## config.mk

```make
export PLATFORM = sky130hd
export DESIGN_NAME = bram_line_streamer
export DESIGN_NICKNAME = d
export VERILOG_FILES = /design/src/rtl/bram_stream_pkg.sv /design/src/rtl/line_unpacker.sv /design/src/rtl/bram_line_streamer.sv
export SDC_FILE = /design/constraint.sdc
export NUM_CORES = 1
export LEC_CHECK = 0
export CAP_MARGIN = 0
export CORE_ASPECT_RATIO = 0.8
export CORE_MARGIN = 5
export CORE_UTILIZATION = 40
export CTS_CLUSTER_DIAMETER = 60
export DETAILED_ROUTE_END_ITERATION = 16
export PLACE_DENSITY_LB_ADDON = 0.12
export RECOVER_POWER = 100
export SLEW_MARGIN = 20
export SYNTH_ARGS = -nofsm -noshare
export SYNTH_HDL_FRONTEND = slang
export SYNTH_SLANG_ARGS = --single-unit
```

## constraint.sdc

```tcl
create_clock -name CLK -period 2.26 [get_ports CLK]
set_input_delay 0.452 -clock CLK [delete_from_list [all_inputs] [get_ports CLK]]
set_output_delay 0.452 -clock CLK [all_outputs]
set_load 0.02 [all_outputs]
```

## src/rtl/bram_stream_pkg.sv

```systemverilog
// bram_stream_pkg
//   Shared types, geometry constants and helpers for the BRAM line streamer.
//   The RAM geometry (128-bit lines, 8 lines, 13-bit byte address) and the
//   32-bit stream beat width are fixed here so every file agrees on them.
//   Exports:
//     DW, WL, AW, SW     line width, depth, byte-address width, beat width
//     BEATS, IW, BW      beats per line, line-index width, beat-index width
//     state_t            main streamer FSM states
//     pf_state_t         prefetch slot states (used when BRAM_STREAM_PREFETCH_EN)
//     line_addr()        line index -> RAM byte address
package bram_stream_pkg;

  localparam int DW    = 128;
  localparam int WL    = 8;
  localparam int AW    = 13;
  localparam int SW    = 32;
  localparam int BEATS = DW / SW;
  localparam int IW    = $clog2(WL);
  localparam int BW    = $clog2(BEATS);

  typedef enum logic [2:0] {IDLE, RD_REQ, RD_WAIT, STREAM, DONE} state_t;

  typedef enum logic [1:0] {PF_IDLE, PF_REQ, PF_WAIT, PF_FULL} pf_state_t;

  // The RAM is addressed in 32-bit words, so a line index sits above two
  // zero byte-offset bits.
  function automatic logic [AW-1:0] line_addr(input logic [IW-1:0] idx);
    return AW'({idx, 2'b00});
  endfunction

endpackage

```

## src/rtl/line_unpacker.sv

```systemverilog
// line_unpacker
//   Holds one RAM line and presents it as BEATS stream words, least
//   significant word first. A load restarts at beat 0 and takes priority
//   over an advance in the same cycle, so the next line can be loaded on the
//   handshake of the current line's last beat.
//   Ports:
//     CLK        in   clock
//     RSTN       in   asynchronous active-low reset
//     load       in   capture load_data and restart at beat 0
//     load_data  in   DW-bit line
//     advance    in   current beat accepted downstream
//     data       out  current SW-bit beat
//     last_beat  out  current beat is the final beat of the line
module line_unpacker
  import bram_stream_pkg::*;
(
  input  logic          CLK,
  input  logic          RSTN,
  input  logic          load,
  input  logic [DW-1:0] load_data,
  input  logic          advance,
  output logic [SW-1:0] data,
  output logic          last_beat
);

  logic [DW-1:0] line_reg;
  logic [BW-1:0] beat_reg;
  logic [SW-1:0] beat_words [BEATS];

  generate
    for (genvar gi = 0; gi < BEATS; gi++) begin : g_beat
      assign beat_words[gi] = line_reg[SW*gi +: SW];
    end
  endgenerate

  // Data is a pure function of registers, so it stays put while stalled.
  assign data      = beat_words[beat_reg];
  assign last_beat = (beat_reg == BW'(BEATS - 1));

  always_ff @(posedge CLK or negedge RSTN) begin
    if (!RSTN) begin
      line_reg <= '0;
      beat_reg <= '0;
    end else if (load) begin
      line_reg <= load_data;
      beat_reg <= '0;
    end else if (advance) begin
      beat_reg <= last_beat ? '0 : beat_reg + 1'b1;
    end
  end

endmodule

```

## src/rtl/bram_line_streamer.sv

```systemverilog
// bram_line_streamer
//   Reads a run of lines from the 128-bit x 8-line BRAM and streams each
//   line as 32-bit AXI-Stream beats, LSW first. Line indices wrap modulo the
//   RAM depth; run lengths above the depth saturate to the depth.
//   Optional feature macro: BRAM_STREAM_PREFETCH_EN
//     undefined: one line buffer, 2-cycle bubble between lines.
//     defined:   the next line is read into a second register while the
//                current one streams, giving one beat per cycle across lines.
//   Ports:
//     CLK, RSTN          clock, asynchronous active-low reset
//     start              1-cycle command, sampled only while idle
//     base_idx           first line index (captured on start)
//     num_lines          line count 0..WL, larger values saturate
//     busy, done         run in progress / 1-cycle end-of-run pulse
//     ram_EN, ram_WE,
//     ram_A, ram_Do      RAM read port (WE tied low)
//     m_tdata, m_tvalid,
//     m_tready, m_tlast  stream master
module bram_line_streamer
  import bram_stream_pkg::*;
(
  input  logic          CLK,
  input  logic          RSTN,
  input  logic          start,
  input  logic [IW-1:0] base_idx,
  input  logic [3:0]    num_lines,
  output logic          busy,
  output logic          done,
  output logic          ram_EN,
  output logic [3:0]    ram_WE,
  output logic [AW-1:0] ram_A,
  input  logic [DW-1:0] ram_Do,
  output logic [SW-1:0] m_tdata,
  output logic          m_tvalid,
  input  logic          m_tready,
  output logic          m_tlast
);

  localparam logic [IW:0] ONE_LINE = (IW+1)'(1);

  state_t        state_reg;
  logic [IW-1:0] idx_reg;
  logic [IW:0]   remaining_reg;   // lines still to finish, including the current one
  logic [IW:0]   num_sat;
  logic          handshake;
  logic          up_load;
  logic [DW-1:0] up_load_data;
  logic          up_last_beat;

  assign ram_WE    = 4'b0000;
  assign handshake = m_tvalid && m_tready;
  assign num_sat   = (int'(num_lines) > WL) ? (IW+1)'(WL) : (IW+1)'(num_lines);
  assign m_tlast   = m_tvalid && up_last_beat && (remaining_reg == ONE_LINE);

`ifdef BRAM_STREAM_PREFETCH_EN
  localparam logic [IW:0] TWO_LINES = (IW+1)'(2);

  pf_state_t     pf_state_reg;
  logic [DW-1:0] pf_line_reg;
  logic          pf_swap;

  // The prefetch for line n+1 is issued as line n starts streaming and
  // lands two cycles later, which is before beat BEATS-1 can handshake
  // whenever BEATS >= 3.
  assign pf_swap      = (state_reg == STREAM) && handshake && up_last_beat &&
                        (remaining_reg != ONE_LINE);
  assign up_load      = (state_reg == RD_WAIT) || pf_swap;
  assign up_load_data = (state_reg == RD_WAIT) ? ram_Do : pf_line_reg;
`else
  assign up_load      = (state_reg == RD_WAIT);
  assign up_load_data = ram_Do;
`endif

  line_unpacker u_unpacker (
    .CLK       (CLK),
    .RSTN      (RSTN),
    .load      (up_load),
    .load_data (up_load_data),
    .advance   (handshake),
    .data      (m_tdata),
    .last_beat (up_last_beat)
  );

  always_ff @(posedge CLK or negedge RSTN) begin
    if (!RSTN) begin
      state_reg     <= IDLE;
      idx_reg       <= '0;
      remaining_reg <= '0;
      busy          <= 1'b0;
      done          <= 1'b0;
      ram_EN        <= 1'b0;
      ram_A         <= '0;
      m_tvalid      <= 1'b0;
`ifdef BRAM_STREAM_PREFETCH_EN
      pf_state_reg  <= PF_IDLE;
      pf_line_reg   <= '0;
`endif
    end else begin
      done <= 1'b0;
      case (state_reg)
        IDLE: begin
          if (start) begin
            busy          <= 1'b1;
            idx_reg       <= base_idx;
            remaining_reg <= num_sat;
            if (num_sat == '0) begin
              state_reg <= DONE;
            end else begin
              state_reg <= RD_REQ;
              ram_EN    <= 1'b1;
              ram_A     <= line_addr(base_idx);
            end
          end
        end
        RD_REQ: state_reg <= RD_WAIT;
        RD_WAIT: begin
          // EN stays high through this cycle: the RAM gates Do with the live EN.
          state_reg <= STREAM;
          m_tvalid  <= 1'b1;
          ram_EN    <= 1'b0;
`ifdef BRAM_STREAM_PREFETCH_EN
          if (remaining_reg > ONE_LINE) begin
            ram_EN       <= 1'b1;
            ram_A        <= line_addr(idx_reg + 1'b1);
            pf_state_reg <= PF_REQ;
          end
`endif
        end
        STREAM: begin
`ifdef BRAM_STREAM_PREFETCH_EN
          case (pf_state_reg)
            PF_REQ:  pf_state_reg <= PF_WAIT;
            PF_WAIT: begin
              pf_line_reg  <= ram_Do;
              ram_EN       <= 1'b0;
              pf_state_reg <= PF_FULL;
            end
            default: ;
          endcase
`endif
          if (handshake && up_last_beat) begin
            remaining_reg <= remaining_reg - 1'b1;
            idx_reg       <= idx_reg + 1'b1;
            if (remaining_reg == ONE_LINE) begin
              m_tvalid  <= 1'b0;
              state_reg <= DONE;
            end else begin
`ifdef BRAM_STREAM_PREFETCH_EN
              // The unpacker takes the prefetched line this cycle; only
              // fetch again if a line remains beyond the one just swapped in.
              pf_state_reg <= PF_IDLE;
              if (remaining_reg > TWO_LINES) begin
                ram_EN       <= 1'b1;
                ram_A        <= line_addr(idx_reg + IW'(2));
                pf_state_reg <= PF_REQ;
              end
`else
              m_tvalid  <= 1'b0;
              ram_EN    <= 1'b1;
              ram_A     <= line_addr(idx_reg + 1'b1);
              state_reg <= RD_REQ;
`endif
            end
          end
        end
        DONE: begin
          done      <= 1'b1;
          busy      <= 1'b0;
          state_reg <= IDLE;
        end
        default: state_reg <= IDLE;
      endcase
    end
  end

endmodule

```

After elaboration in Yosys (flattened, before gate mapping)
Cells that the tools add are included.

operators by class
  add/subtract/negate cells = 3
  $lt $le $gt $ge = 2
  equal/unequal tests = 10
  mux-type cells = 33
  bitwise logic cells = 1
  reduce and logical (&&, ||, !) cells = 17

operator list
  cell                 number
  $bmux 32 s2          1
  $mux 32              2
  $mux 13              4
  $pmux 13 s2          1
  $mux 3               6
  $mux 4               3
  $pmux 3 s4           1
  $reduce_and 5->1     2
  $ne 2x2->1 const B   4
  $pmux 4 s2           1
  $reduce_bool 2->1    4
  $mux 1               7
  $eq 3x2->1 const B   2
  $mux 2               3
  $pmux 3 s2           1
  $reduce_and 2->1     3
  $eq 4x1->1 const B   1
  $gt 4x4->1 const B   1
  $logic_and 1x1->1    4
  $logic_not 4->1      1
  $pmux 1 s2           2
  $sub 4x1->4 const B  1
  $add 3x1->3 const B  1
  $eq 3x1->1 const B   1
  other kinds (9)      9

storage, ports and cells
  flip-flop bits (word level) = 157
  bits of input ports = 139
  output and inout port bits = 54
  word-level logic and storage cells = 76

Depth between registers and ports, before layout
  word-level depth = 6
  gate-level depth with buffers = 6

By module
A second synthesis with hierarchy kept.

second synthesis, totals
  cell total of the unflattened synthesis = 435
  area, all modules = 6,736.5 um2

by module, submodules not included
  module              instances  cells an instance  area each (um2)
  line_unpacker       1          318                5,632.9
  bram_line_streamer  1          117                1,103.6

Worst setup path before layout
No wires, ideal clock.

  path kind = reg2out
  start point = register u_unpacker.beat_reg[0]
  end point = output m_tdata[0]
  data arrival time = 1,583 ps
  path slack = 225 ps
  stages on the path, launching flop included = 4
  path through = dfrtp_1 > clkbuf_1 > buf_2 > mux4_2

between the ends
  cells in the longest elaborated chain, start to end = 4

RTL lines
  what                                        line                      RTL
  from (decl)                                 line_unpacker.sv:27       logic [BW-1:0] beat_reg;
  from (signal assigned)                      line_unpacker.sv:48       beat_reg <= last_beat ? '0 : beat_reg + 1'b1;
  $not 2->3 (implied by the code)             line_unpacker.sv:37       assign data = beat_words[beat_reg];
  $bmux 32 s2                                 line_unpacker.sv:37
  $mux 32 (implied by the code) (2 in a row)  line_unpacker.sv:37
  to (decl)                                   bram_line_streamer.sv:33  output logic [SW-1:0] m_tdata,

Every way passes these cells. The select of a mux whose other input is x is not followed.

Final worst setup path
  start point = register u_unpacker.beat_reg[0]
  end point = output m_tdata[13]

Same word-level chain as after synthesis.

==> impl_metrics.csv <==
group,metric,value,unit
outcome,status,"complete, but fails checks",
outcome,violations,"max-capacitance violations, max-slew violations, negative setup slack",
grt,grt_pass1_wl,24830,um
layout,multiInputGateArea,0.002715,sq mm
timing,finalCritPeriodShare,1.001,
hold_path,hold_class,"primary input to asynchronous set/reset pin",
route,routedWlPerCell,17.77,um
timing,finalSetupTns,-2.799,ps
layout,largest_reg_flops,128,
timing,rsz0062_at_grt,"yes",
timing,relSlewSlack,-0.1353,
cts,cts_tree,"built",
layout,fillers,1363,
worst_setup_path,worstPathMaxFanout,9,
timing,maxSlewViolCount,66,
layout,seq_area,0.003681,sq mm
timing,setup_viol,1,
timing,max_freq,0.4419,GHz
route,drt_iter0_drc,125,
cts,cts_buffers,17,
worst_setup_path,critPathLaunchType,"flop",
pwr,leakage,3.868,nW
route,drc,0,
synth,synth_cells,432,
placed_design,dp.cells,823,
floorplanning,coreArea,0.01640,sq mm
synth,syn_area,0.006624,sq mm
floorplanning,initial_utilization,0.4040,
pwr,ir_worst_vdd,674.6,uV
cts,cts-htree-levels,4,
worst_setup_path,crit_start,"u_unpacker.beat_reg[0]$_DFFE_PN0P_",
grt,grt_max_degree,67,
grt,overflow,0,
worst_setup_path,cp-end-kind,"primary output",
worst_setup_path,cp.required,1810,ps
synth,yosysTopAreaCell,"dfrtp_1",
cts,clk_pin_slew,60,ps
synth,ys_ff_latch,147,
synth,ys_top_cells_by_area,"dfrtp_1 56%, mux2_2 22%, mux4_2 11%",
synth,yosysSeqAreaShare,0.5553,
synth,synth_top_area_frac,0.5553,
route,wirelength,15290,um
route,dr_total_vias,4271,
pwr,powerDensity,1425,mW/mm^2
job,cap_violations,1,
cts,cts_sinks,147,
timing,hold_viol,0,
cts,clk_latency,420,ps
floorplanning,die_h,125.1,um
floorplanning,num_rows,42,
worst_setup_path,critPathKind,"flop to primary output",
layout,antenna_cells,0,
worst_setup_path,r2r-start,"u_unpacker.beat_reg[0]$_DFFE_PN0P_",
placed_design,io_buffers,178,
layout,layout.nets,770,
synth,synthDistinctLibCells,36,
worst_setup_path,critPathArrivalTime,1810,ps
cts,clock_path_buffers,2,
grt,grt_pass1_vias,4658,
placed_design,dp_hpwl,11090,um
timing,fin_ws,-2.799,ps
floorplanning,die_w,153.9,um
layout,areaGrowthSynthToFinish,42.22,%
synth,avgSynthCellArea,15.33,sq um
route,postRouteAntennaNets,0,
synth,synth_warnings,0,
floorplanning,dieArea,0.01925,sq mm
timing,period_minus_slack,2263,ps
route,vias_per_cell,4.966,
timing,skew,4.462,ps
worst_setup_path,r2r_setup_slack,220,ps
grt,groute.usage.overall,0.1638,
layout,fin_cells,860,
floorplanning,pin_count,193,
layout,final_common_cell,"dfrtp_1",
route,drt-pass1-iter-count,4,
timing,worstMarginPinSlew,1703,ps
layout,layout-drive-gt1-share,0.4031,
cts,hold_buffers,0,
cts,ctsRootBufferMaster,"clkbuf_16",
grt,antenna_found_initial,0,
placed_design,place_congestion,0.8096,
layout,final_cell_mix,"145 x dfrtp_1, 144 x clkdlybuf4s50_1, 128 x mux2_2",
## worst paths after layout
path | end | depth (start not counted)
min in group CLK | u_unpacker.line_reg[94]$_DFFE_PN0N_ | 1
hold / removal | idx_reg[2]$_DFFE_PN0P_ | 1
max in group asynchronous | u_unpacker.line_reg[88]$_DFFE_PN0N_ | 2
setup / recovery | m_tdata[13] | 4
hold reg to reg | u_unpacker.line_reg[94]$_DFFE_PN0N_ | 1
setup reg to reg | ram_A[4]$_DFFE_PN0P_ | 7
## where the power goes
part	switching (mW)	internal (mW)
sequential	0.686	3.96
combinational	2.43	3.51
clock	1.13	1.70
total	4.24	9.18
## cells in the mapped netlist
library cell  count
mux4_2           32
a22o_1            2
buf_2            10
nor2_1            8
nand3_1           4
and3b_1           1
o21a_1            2
mux2_4            2
and3_1            1
o21ai_0           7
clkbuf_1          8
o211ai_1          2
or3_4             1
a21oi_1           8
or3b_4            1
nand2_1           7
o32ai_1           1
conb_1            1
inv_1             6
dfrtp_1         147
nand4_1           2
a31oi_1           4
and2_1            1
nand4b_1          1
nand2b_1          5
o31a_1            1
nor3_1            4
ha_1              4
buf_6             1
mux2i_1           2
nand3b_1          1
o22ai_1           2
or4_1             1
buf_4            23
nor3b_1           1
mux2_2          128
## metal layers
metal / routed length, um / GRT usage / vias up / part of all wire
met5: 0 / 0 / - / 0
met4: 197 / 0.04984 / 0 / 0.013
met3: 1221 / 0.06425 / 19 / 0.080
met2: 7035 / 0.2470 / 128 / 0.46
met1: 6832 / 0.2207 / 2156 / 0.45
li1: - / - / 1968 / -
## critical path, cell delays in order, from the launching register on
cell and delay [ps]:
dfrtp_2 420, buf_6 130, buf_12 140, mux4_2 520
buf_2 180
## area by class of cell
| cell class | count | share of cell area |
|---|---|---|
| Inverter | 6 | 0.002391 |
| Sequential cell | 147 | 0.3908 |
| Clock buffer | 19 | 0.04808 |
| Timing Repair Buffer | 205 | 0.2255 |
| Multi-Input combinational cell | 250 | 0.2882 |
| Clock inverter | 13 | 0.01581 |
| Tap cell | 220 | 0.02922 |
## through the flow
stage | util | power [mW] | cell area (sq um) | worst slack, ps | hold WS, ps
after floorplan | - | 8.207 | 6673 | 225.2 | 156.4
after global placement | 0.5362 | 10.46 | 8792 | 19.68 | 484.1
after detailed placement | 0.5362 | 10.62 | 8792 | -2.565 | 490.3
after CTS | 0.5704 | 13.30 | 9351 | -42.70 | 43.55
after global routing | 0.5746 | 14.25 | 9420 | -77.69 | 507.3
final | 0.5746 | 13.42 | 9420 | -2.799 | 461.4
## cells by family after synthesis
group | count (synthesis) | share of synthesized area
AOI/OAI and AO/OA | 29 | 0.02682
adders and majority gates | 4 | 0.007556
buffers and inverters | 48 | 0.04326
DFF | 147 | 0.5553
muxes | 164 | 0.3340
other | 1 | 0.0005661
and+or+nand+nor | 39 | 0.03249
## timing repair
item / CTS / global route
cloned: 2 / 0
setup buffers: 2 / 1
setup endpoints to repair: 33 / 32
resized for setup: 148 / 31
Power figures use the tool's default switching activity.
